**src/rtl/mem_stage_hs.sv**
```systemverilog
// Memory pipeline stage: 1-cycle pass-through for ALU ops, valid/ready request plus response
// handshake for loads/stores. Define MEM_TIMEOUT_EN to add the bus-error watchdog.
module mem_stage_hs #(
    parameter int               DATA_W         = 32,
    parameter int               TGT_W          = 5,
    parameter int               EXC_W          = 8,
    parameter int               TIMEOUT_CYCLES = 255,
    parameter logic [EXC_W-1:0] BUS_ERR_EXC    = EXC_W'(8'h0B)
) (
    input  logic                clk,
    input  logic                rst,
    input  logic                clk_en,
    input  logic                halt,
    input  logic                flush,
    input  logic                bubble_in,
    input  logic [TGT_W-1:0]    tgt_in,
    input  logic [DATA_W-1:0]   result_in,
    input  logic [DATA_W-1:0]   addr_in,
    input  logic [EXC_W-1:0]    exc_in,
    input  logic                mem_re_in,
    input  logic [DATA_W/8-1:0] mem_we_in,
    input  logic [DATA_W-1:0]   store_data_in,
    output logic                bubble_out,
    output logic [TGT_W-1:0]    tgt_out,
    output logic [DATA_W-1:0]   result_out,
    output logic [DATA_W-1:0]   addr_out,
    output logic [EXC_W-1:0]    exc_out,
    output logic                stall_out,
    output logic                mreq_valid,
    input  logic                mreq_ready,
    output logic [DATA_W-1:0]   mreq_addr,
    output logic [DATA_W/8-1:0] mreq_we,
    output logic [DATA_W-1:0]   mreq_wdata,
    input  logic                mresp_valid,
    input  logic [DATA_W-1:0]   mresp_data
);

    typedef enum logic [1:0] {S_IDLE, S_REQ, S_WAIT, S_DRAIN} state_t;

    state_t            state;
    logic [TGT_W-1:0]  hold_tgt;
    logic [DATA_W-1:0] hold_result;
    logic              hold_store;
    logic              is_mem_op;

    // A zero bus-error code would be indistinguishable from "no exception".
    if (DATA_W % 8 != 0 || TIMEOUT_CYCLES < 1 || BUS_ERR_EXC == '0) begin : g_bad_cfg
        $error("mem_stage_hs: invalid parameter set");
    end

    assign is_mem_op = !bubble_in && (exc_in == '0) && (mem_re_in || (mem_we_in != '0));
    assign stall_out = (state != S_IDLE);

`ifdef MEM_TIMEOUT_EN
    localparam int WD_W = (TIMEOUT_CYCLES > 1) ? $clog2(TIMEOUT_CYCLES) : 1;
    logic [WD_W-1:0] wd_cnt;
`endif

    // NOTE: all state below uses non-blocking assignments so every register samples pre-edge values.
    always_ff @(posedge clk) begin
        if (rst) begin
            state       <= S_IDLE;
            bubble_out  <= 1'b1;
            tgt_out     <= '0;
            result_out  <= '0;
            addr_out    <= '0;
            exc_out     <= '0;
            mreq_valid  <= 1'b0;
            mreq_addr   <= '0;
            mreq_we     <= '0;
            mreq_wdata  <= '0;
            hold_tgt    <= '0;
            hold_result <= '0;
            hold_store  <= 1'b0;
`ifdef MEM_TIMEOUT_EN
            wd_cnt      <= '0;
`endif
        end else if (clk_en) begin
            case (state)
                S_IDLE: begin
                    if (halt || flush || bubble_in || is_mem_op) begin
                        bubble_out <= 1'b1;
                        tgt_out    <= '0;
                        result_out <= '0;
                        addr_out   <= '0;
                        exc_out    <= '0;
                    end else begin
                        bubble_out <= 1'b0;
                        tgt_out    <= tgt_in;
                        result_out <= result_in;
                        addr_out   <= addr_in;
                        exc_out    <= exc_in;
                    end
                    if (!halt && !flush && is_mem_op) begin
                        hold_tgt    <= tgt_in;
                        hold_result <= result_in;
                        hold_store  <= (mem_we_in != '0);
                        mreq_addr   <= addr_in;
                        mreq_we     <= mem_we_in;
                        mreq_wdata  <= store_data_in;
                        mreq_valid  <= 1'b1;
                        state       <= S_REQ;
                    end
                end
                S_REQ: begin
                    // Once accepted, the response must still be absorbed even if flushed.
                    if (mreq_ready) begin
                        mreq_valid <= 1'b0;
                        state      <= flush ? S_DRAIN : S_WAIT;
`ifdef MEM_TIMEOUT_EN
                        wd_cnt     <= '0;
`endif
                    end else if (flush) begin
                        mreq_valid <= 1'b0;
                        state      <= S_IDLE;
                    end
                end
                S_WAIT: begin
                    if (flush) begin
                        state <= S_DRAIN;
                    end else if (mresp_valid) begin
                        bubble_out <= 1'b0;
                        tgt_out    <= hold_tgt;
                        result_out <= hold_store ? hold_result : mresp_data;
                        addr_out   <= mreq_addr;
                        exc_out    <= '0;
                        state      <= S_IDLE;
                    end
`ifdef MEM_TIMEOUT_EN
                    else if (wd_cnt == WD_W'(TIMEOUT_CYCLES - 1)) begin
                        bubble_out <= 1'b0;
                        tgt_out    <= hold_tgt;
                        result_out <= '0;
                        addr_out   <= mreq_addr;
                        exc_out    <= BUS_ERR_EXC;
                        state      <= S_DRAIN;
                    end else begin
                        wd_cnt <= wd_cnt + WD_W'(1);
                    end
`endif
                end
                S_DRAIN: begin
                    bubble_out <= 1'b1;
                    tgt_out    <= '0;
                    result_out <= '0;
                    addr_out   <= '0;
                    exc_out    <= '0;
                    if (mresp_valid) state <= S_IDLE;
                end
                default: state <= S_IDLE;
            endcase
        end
    end

endmodule
```
**config.mk**
```make
export PLATFORM = sky130hd
export DESIGN_NAME = mem_stage_hs
export DESIGN_NICKNAME = d
export VERILOG_FILES = /design/src/rtl/mem_stage_hs.sv
export SDC_FILE = /design/constraint.sdc
export NUM_CORES = 1
export LEC_CHECK = 0
export CORE_MARGIN = 3
export CORE_UTILIZATION = 49
export CTS_CLUSTER_DIAMETER = 100
export DETAILED_ROUTE_END_ITERATION = 12
export PLACE_DENSITY = 0.9
export SYNTH_ARGS = -nofsm -noshare
export SYNTH_HDL_FRONTEND = slang
export SYNTH_SLANG_ARGS = --single-unit
```
**constraint.sdc**
```tcl
create_clock -name clk -period 5.36 [get_ports clk]
set_input_delay 0.804 -clock clk [delete_from_list [all_inputs] [get_ports clk]]
set_output_delay 0.804 -clock clk [all_outputs]
set_load 0.01 [all_outputs]
```
==> results.cfg, run 1 <==
[place]
portBuffers = 301
post-place-cells = 1407
pre_cts_ws_ps = 1471
dp_hpwl_um = 16990
place_congestion = 0.8179

[power_and_ir_drop]
power.share.sequential_pct = 45.7
p_comb_share_pct = 9.3
clock_power_share_pct = 45.0
p_int_w = 0.002372
power_switching_w = 0.0006938
swShare_pct = 22.63
ir_drop_v = 0.0002173
power.density_nw_per_um2 = 251.2
leakage_nw = 4.050

[timing]
min_period_ps = 3438
worst_slack_ps = 1922
relSlewSlack_pct = 27.99
hold_slack_ps = 462.1
fmax_mhz = 290.8
skew_ps = 12.27
slew_violations = 0
setup_tns_ps = 0
rsz0062_at_grt = false
tightest_slew_ps = 1070
finalSetupViolCount = 0
hold_violations = 0
period_share_pct = 64.15

[synthesis]
synthArstFlopShare_pct = 0
synth.area.mux_share_pct = 10.96
synth-xor-area-share_pct = 0.1009
syn_area_um2 = 8677
ys_warn_count = 0
synth_fa_ha_area_share_pct = 0
ys_ff_latch = 187
synth_top_cell_by_area = dfxtp_1
synth_cells = 980
synth_top_family_by_area = simple AND/OR/NAND/NOR gates
synth_compound_area_share_pct = 19.48
synth.most_common_cell = dfxtp_1
synth.avg_cell_area_um2 = 8.854
synthDistinctLibCells = 41
synth_ff_type = dfxtp_1
synth_edf_count = 0
synth-simple-area-share_pct = 19.74
yosysSeqAreaShare_pct = 43.14
yosys-top-cells-area = dfxtp_1 43%, mux2i_1 11%, or3b_2 6.3%
synth_commonest_cells = 187 x dfxtp_1, 107 x a21oi_1, 106 x nand3_1
synthDominantCellAreaShare_pct = 43.14
synth_nets = 1134

[cells_and_area]
fin_nets = 1355
final_cells = 1439
drive_gt1_share_pct = 10.46
final_util_pct = 70.54
diodes = 0
area_delta_synth_final_pct = 40.61

[worst_setup_path]
worst_r2r_path_depth = 5
cp_top_family = compound AO/OA/AOI/OAI gates
path_class = in2reg
worstSetupEndpointType = register
critical-path-slowest-cell = o211a_4
startpoint_type = primary input
path_cells = clkdlybuf4s50_1, nor4_1, o211a_4, buf_4, nand3_1, a21oi_1
path_max_fanout = 74
path_buf_inv = 2
required_ps = 5720
r2r-start = state[1]
worstPathArrival_ps = 3800
max_stage_delay_ps = 940
worstReg2RegEnd = mreq_wdata[2]
r2r_slack_ps = 2490

[min_path]
hold_path_startpoint = mreq_valid
min_path_cells = 2
min_path_type = reg2reg
whs_endpoint = mreq_valid

[clock_tree]
post_cts_resized = 0
clock_path_buffers = 2
cts-root-buf = clkbuf_16
clk_pin_slew_ps = 70
clock-sinks = 187
tritoncts = done
clock_latency_ps = 440
numCtsBuffers = 17
cts_setup_buffers = 0
postCtsHoldBufs = 0
htree_levels = 4

[routing]
drc = 0
antenna_left = 0
finalWirelength_um = 26960
drt_iter0_markers = 563
avgRoutedWirePerCell_um = 18.73
via_per_inst = 5.834
dr.pass1.iters = 5
num_vias = 8395

[grt]
track_usage_pct = 26.60
antenna_found_initial = 0
grt_max_degree = 129
grt_overflow = 0
grt_pass1_vias = 8090
grt_pass1_wl_um = 42350

[floorplanning]
die-height_um = 139.1
die_w_um = 139.1
ioPinCount = 302
start_util_pct = 50.17
die-area_um2 = 19340
rows = 48
fp.coreArea_um2 = 17300

[flow_run]
cap_violations = 0

[outcome]
status = complete, no violations
## area by class of cell
cell class,instances,area [µm²]
timing repair buffer,315,3144
multi-input combinational,679,4387
fill,1366,5096
inverter,1,3.754
sequential,187,3745
clock inverter,12,182.7
clock buffer,20,456.7
tap,225,281.5
## power by group through the flow
| stage | logic, W | registers, W | clock network [W] |
|---|---|---|---|
| after CTS | 0.000285 | 0.00140 | 0.00140 |
| after floorplan | 0.000119 | 0.00144 | 0 |
| after global routing | 0.000303 | 0.00140 | 0.00145 |
| final | 0.000285 | 0.00140 | 0.00138 |
| after global placement | 0.000281 | 0.00143 | 0 |
| after detailed placement | 0.000283 | 0.00143 | 0 |
## layout by cell type (no fill, tap or decap), types with 9 or more instances in the layout
| master | instances |
|---|---|
| nor2_1 | 36 |
| o21ai_0 | 100 |
| dfxtp_1 | 186 |
| or3b_2 | 62 |
| a21oi_1 | 107 |
| nand3_1 | 106 |
| a22oi_1 | 9 |
| buf_4 | 12 |
| clkdlybuf4s50_1 | 300 |
| mux2i_1 | 95 |
| nand2_1 | 11 |
| clkbuf_16 | 17 |
| and2_1 | 35 |
| o22ai_1 | 56 |
## cells by family after synthesis
kind of cell,after synthesis
and+or+nand+nor,284
DFF,187
buffers and inverters,114
muxes,95
xor gates and xnor gates,1
AOI/OAI and AO/OA,299
## sequential cells by signal, summed over array words and instances (netlist names), 2 cells and up
register	cells
result_out	32
mreq_wdata	32
addr_out	32
hold_result	32
exc_out	8
mreq_we	4
hold_tgt	5
tgt_out	5
state	2
mreq_addr	32
## metrics by stage
step                      area [µm²]  power (W)
after floorplan                 8677   0.001557
after detailed placement       11560   0.001717
after global routing           12200   0.003153
after CTS                      12200   0.003084
after global placement         11560   0.001716
final                          12200   0.003065
## worst reg2reg max path: cells and delay by family, from the launching register on
kind | cells | cell delay (ps)
simple gates | 2 | 1460
compound gates | 2 | 380
buf+inv | 1 | 480
flops | 1 | 410
## how the worst max path moves through the flow
stage | from | end | slack, ps | cells past startpoint
after detailed placement | exc_in[2] | mreq_wdata[30] | 1470 | 6
final | exc_in[2] | mreq_wdata[20] | 1920 | 6
after global placement | exc_in[2] | tgt_out[1] | 1480 | 6
after global routing | exc_in[2] | mreq_wdata[30] | 1760 | 6
after floorplan | mem_we_in[3] | bubble_out | 3050 | 5
after CTS | exc_in[2] | result_out[24] | 1900 | 6
## layer usage
layer  vias up  wire (µm)  track usage, %
met5         -          0               0
met4         0       1060           11.95
met3        75       2022           7.828
met2       321      12990           43.90
met1      3993      10890           32.18
li1       4006          -               -
No activity file was read; power rests on OpenSTA's default activity.
==> run 2, diff against run 1 <==
- CORE_UTILIZATION: 49 -> 41
- PLACE_DENSITY: 0.9 -> 0.81
- clock period: 5.36 -> 3.02 ns (I/O delays scaled with it)
==> results.cfg, run 2 (synthesis gave the netlist of run 1 again) <==
[clock_tree]
cts_setup_buffers = 0
clk_pin_slew_ps = 70
clock-sinks = 187
clock_path_buffers = 2
clock_latency_ps = 420
htree_levels = 4
cts-root-buf = clkbuf_16
postCtsHoldBufs = 0
post_cts_resized = 0
tritoncts = done
numCtsBuffers = 17

[place]
portBuffers = 301
dp_hpwl_um = 18370
post-place-cells = 1463
place_congestion = 0.7827

[floorplanning]
rows = 52
die_w_um = 151.5
die-area_um2 = 22940
ioPinCount = 302
fp.coreArea_um2 = 20490
start_util_pct = 42.34
die-height_um = 151.5

[timing]
tightest_slew_ps = 717.1
setup_tns_ps = 0
period_share_pct = 73.81
fmax_mhz = 448.6
hold_violations = 0
finalSetupViolCount = 0
skew_ps = 9.149
slew_violations = 0
rsz0062_at_grt = false
min_period_ps = 2229
relSlewSlack_pct = 51.98

[grt]
grt_overflow = 0
grt_pass1_vias = 7985
grt_pass1_wl_um = 42660
grt_max_degree = 107
track_usage_pct = 23.29
antenna_found_initial = 1

[worst_setup_path]
worstSetupEndpointType = register
worstPathArrival_ps = 2570
startpoint_type = primary input
max_stage_delay_ps = 600
path_max_fanout = 30
cp_top_family = buffers and inverters
r2r-start = state[1]
required_ps = 3360
path_buf_inv = 2
path_cells = clkdlybuf4s50_1, or4_4, o211ai_4, buf_4, o21ai_0, a21oi_1
r2r_slack_ps = 1020
crit_start = mem_we_in[3]
critical-path-slowest-cell = or4_4
path_class = in2reg

[routing]
dr.pass1.iters = 5
via_per_inst = 5.577
avgRoutedWirePerCell_um = 18.53
drt_iter0_markers = 573
num_vias = 8343
drc = 0
finalWirelength_um = 27730
antenna_left = 0

[cells_and_area]
fin_nets = 1366
area_delta_synth_final_pct = 43.03
mostFrequentLayoutCells = 300 x clkdlybuf4s50_1, 186 x dfxtp_1, 107 x a21oi_1
final_common_cell = clkdlybuf4s50_1
drive_gt1_share_pct = 11.27
final_cells = 1496

[outcome]
status = complete, no violations

[min_path]
min_path_type = in2reg
hold_path_startpoint = rst

[power_and_ir_drop]
leakage_nw = 4.122
ir_drop_v = 0.0003342
power.density_nw_per_um2 = 423.7

[flow_run]
cap_violations = 0
-- run 2: cell type report --
cell class | instances | area, µm²
clock inverters | 13 | 140.1
well taps | 270 | 337.8
diodes | 1 | 2.502
inverters | 1 | 3.754
repair buffers | 326 | 3352
clock buffers | 19 | 442.9
fillers | 1809 | 8084
multi-input cells | 679 | 4387
flip-flops and latches | 187 | 3745
-- run 2: path summary, 6_finish.rpt --
path | to | cells after the start
worst max-delay path | hold_result[25] | 6
worst min-delay path | exc_out[7] | 2
worst max register to register | addr_out[31] | 5
worst min register to register | hold_tgt[0] | 2
-- run 2: metal layers --
layer / wire (µm) / track usage (%) / up-vias / share of wire (%)
met5: 10 / 0 / - / 0.036
li1: - / - / 4021 / -
met3: 2414 / 7.258 / 45 / 8.7
met1: 11240 / 28.96 / 3977 / 41
met2: 13460 / 38.61 / 298 / 49
met4: 602 / 7.298 / 2 / 2.2
-- run 2: per-stage QoR --
stage / util (%) / area (µm²) / setup slack [ps] / total power [W] / hold WS, ps
6_report: 60.56 / 12410 / 790.9 / 0.005258 / 468.9
3_3_place_gp: 57.70 / 11830 / 474.7 / 0.003061 / 453.4
4_1_cts: 60.54 / 12410 / 819.8 / 0.005311 / 451.1
3_5_place_dp: 57.70 / 11830 / 399.5 / 0.003065 / 460.8
5_1_grt: 60.54 / 12410 / 694.4 / 0.005447 / 476.8
2_1_floorplan: - / 8677 / 1058 / 0.002764 / 448.9
-- run 2: power breakdown --
| group | internal, W | switching, W | total (W) |
|---|---|---|---|
| Combinational | 0.000297 | 0.000223 | 0.000520 |
| Clock | 0.00125 | 0.000998 | 0.00225 |
| Sequential | 0.00248 | 0.00000843 | 0.00249 |
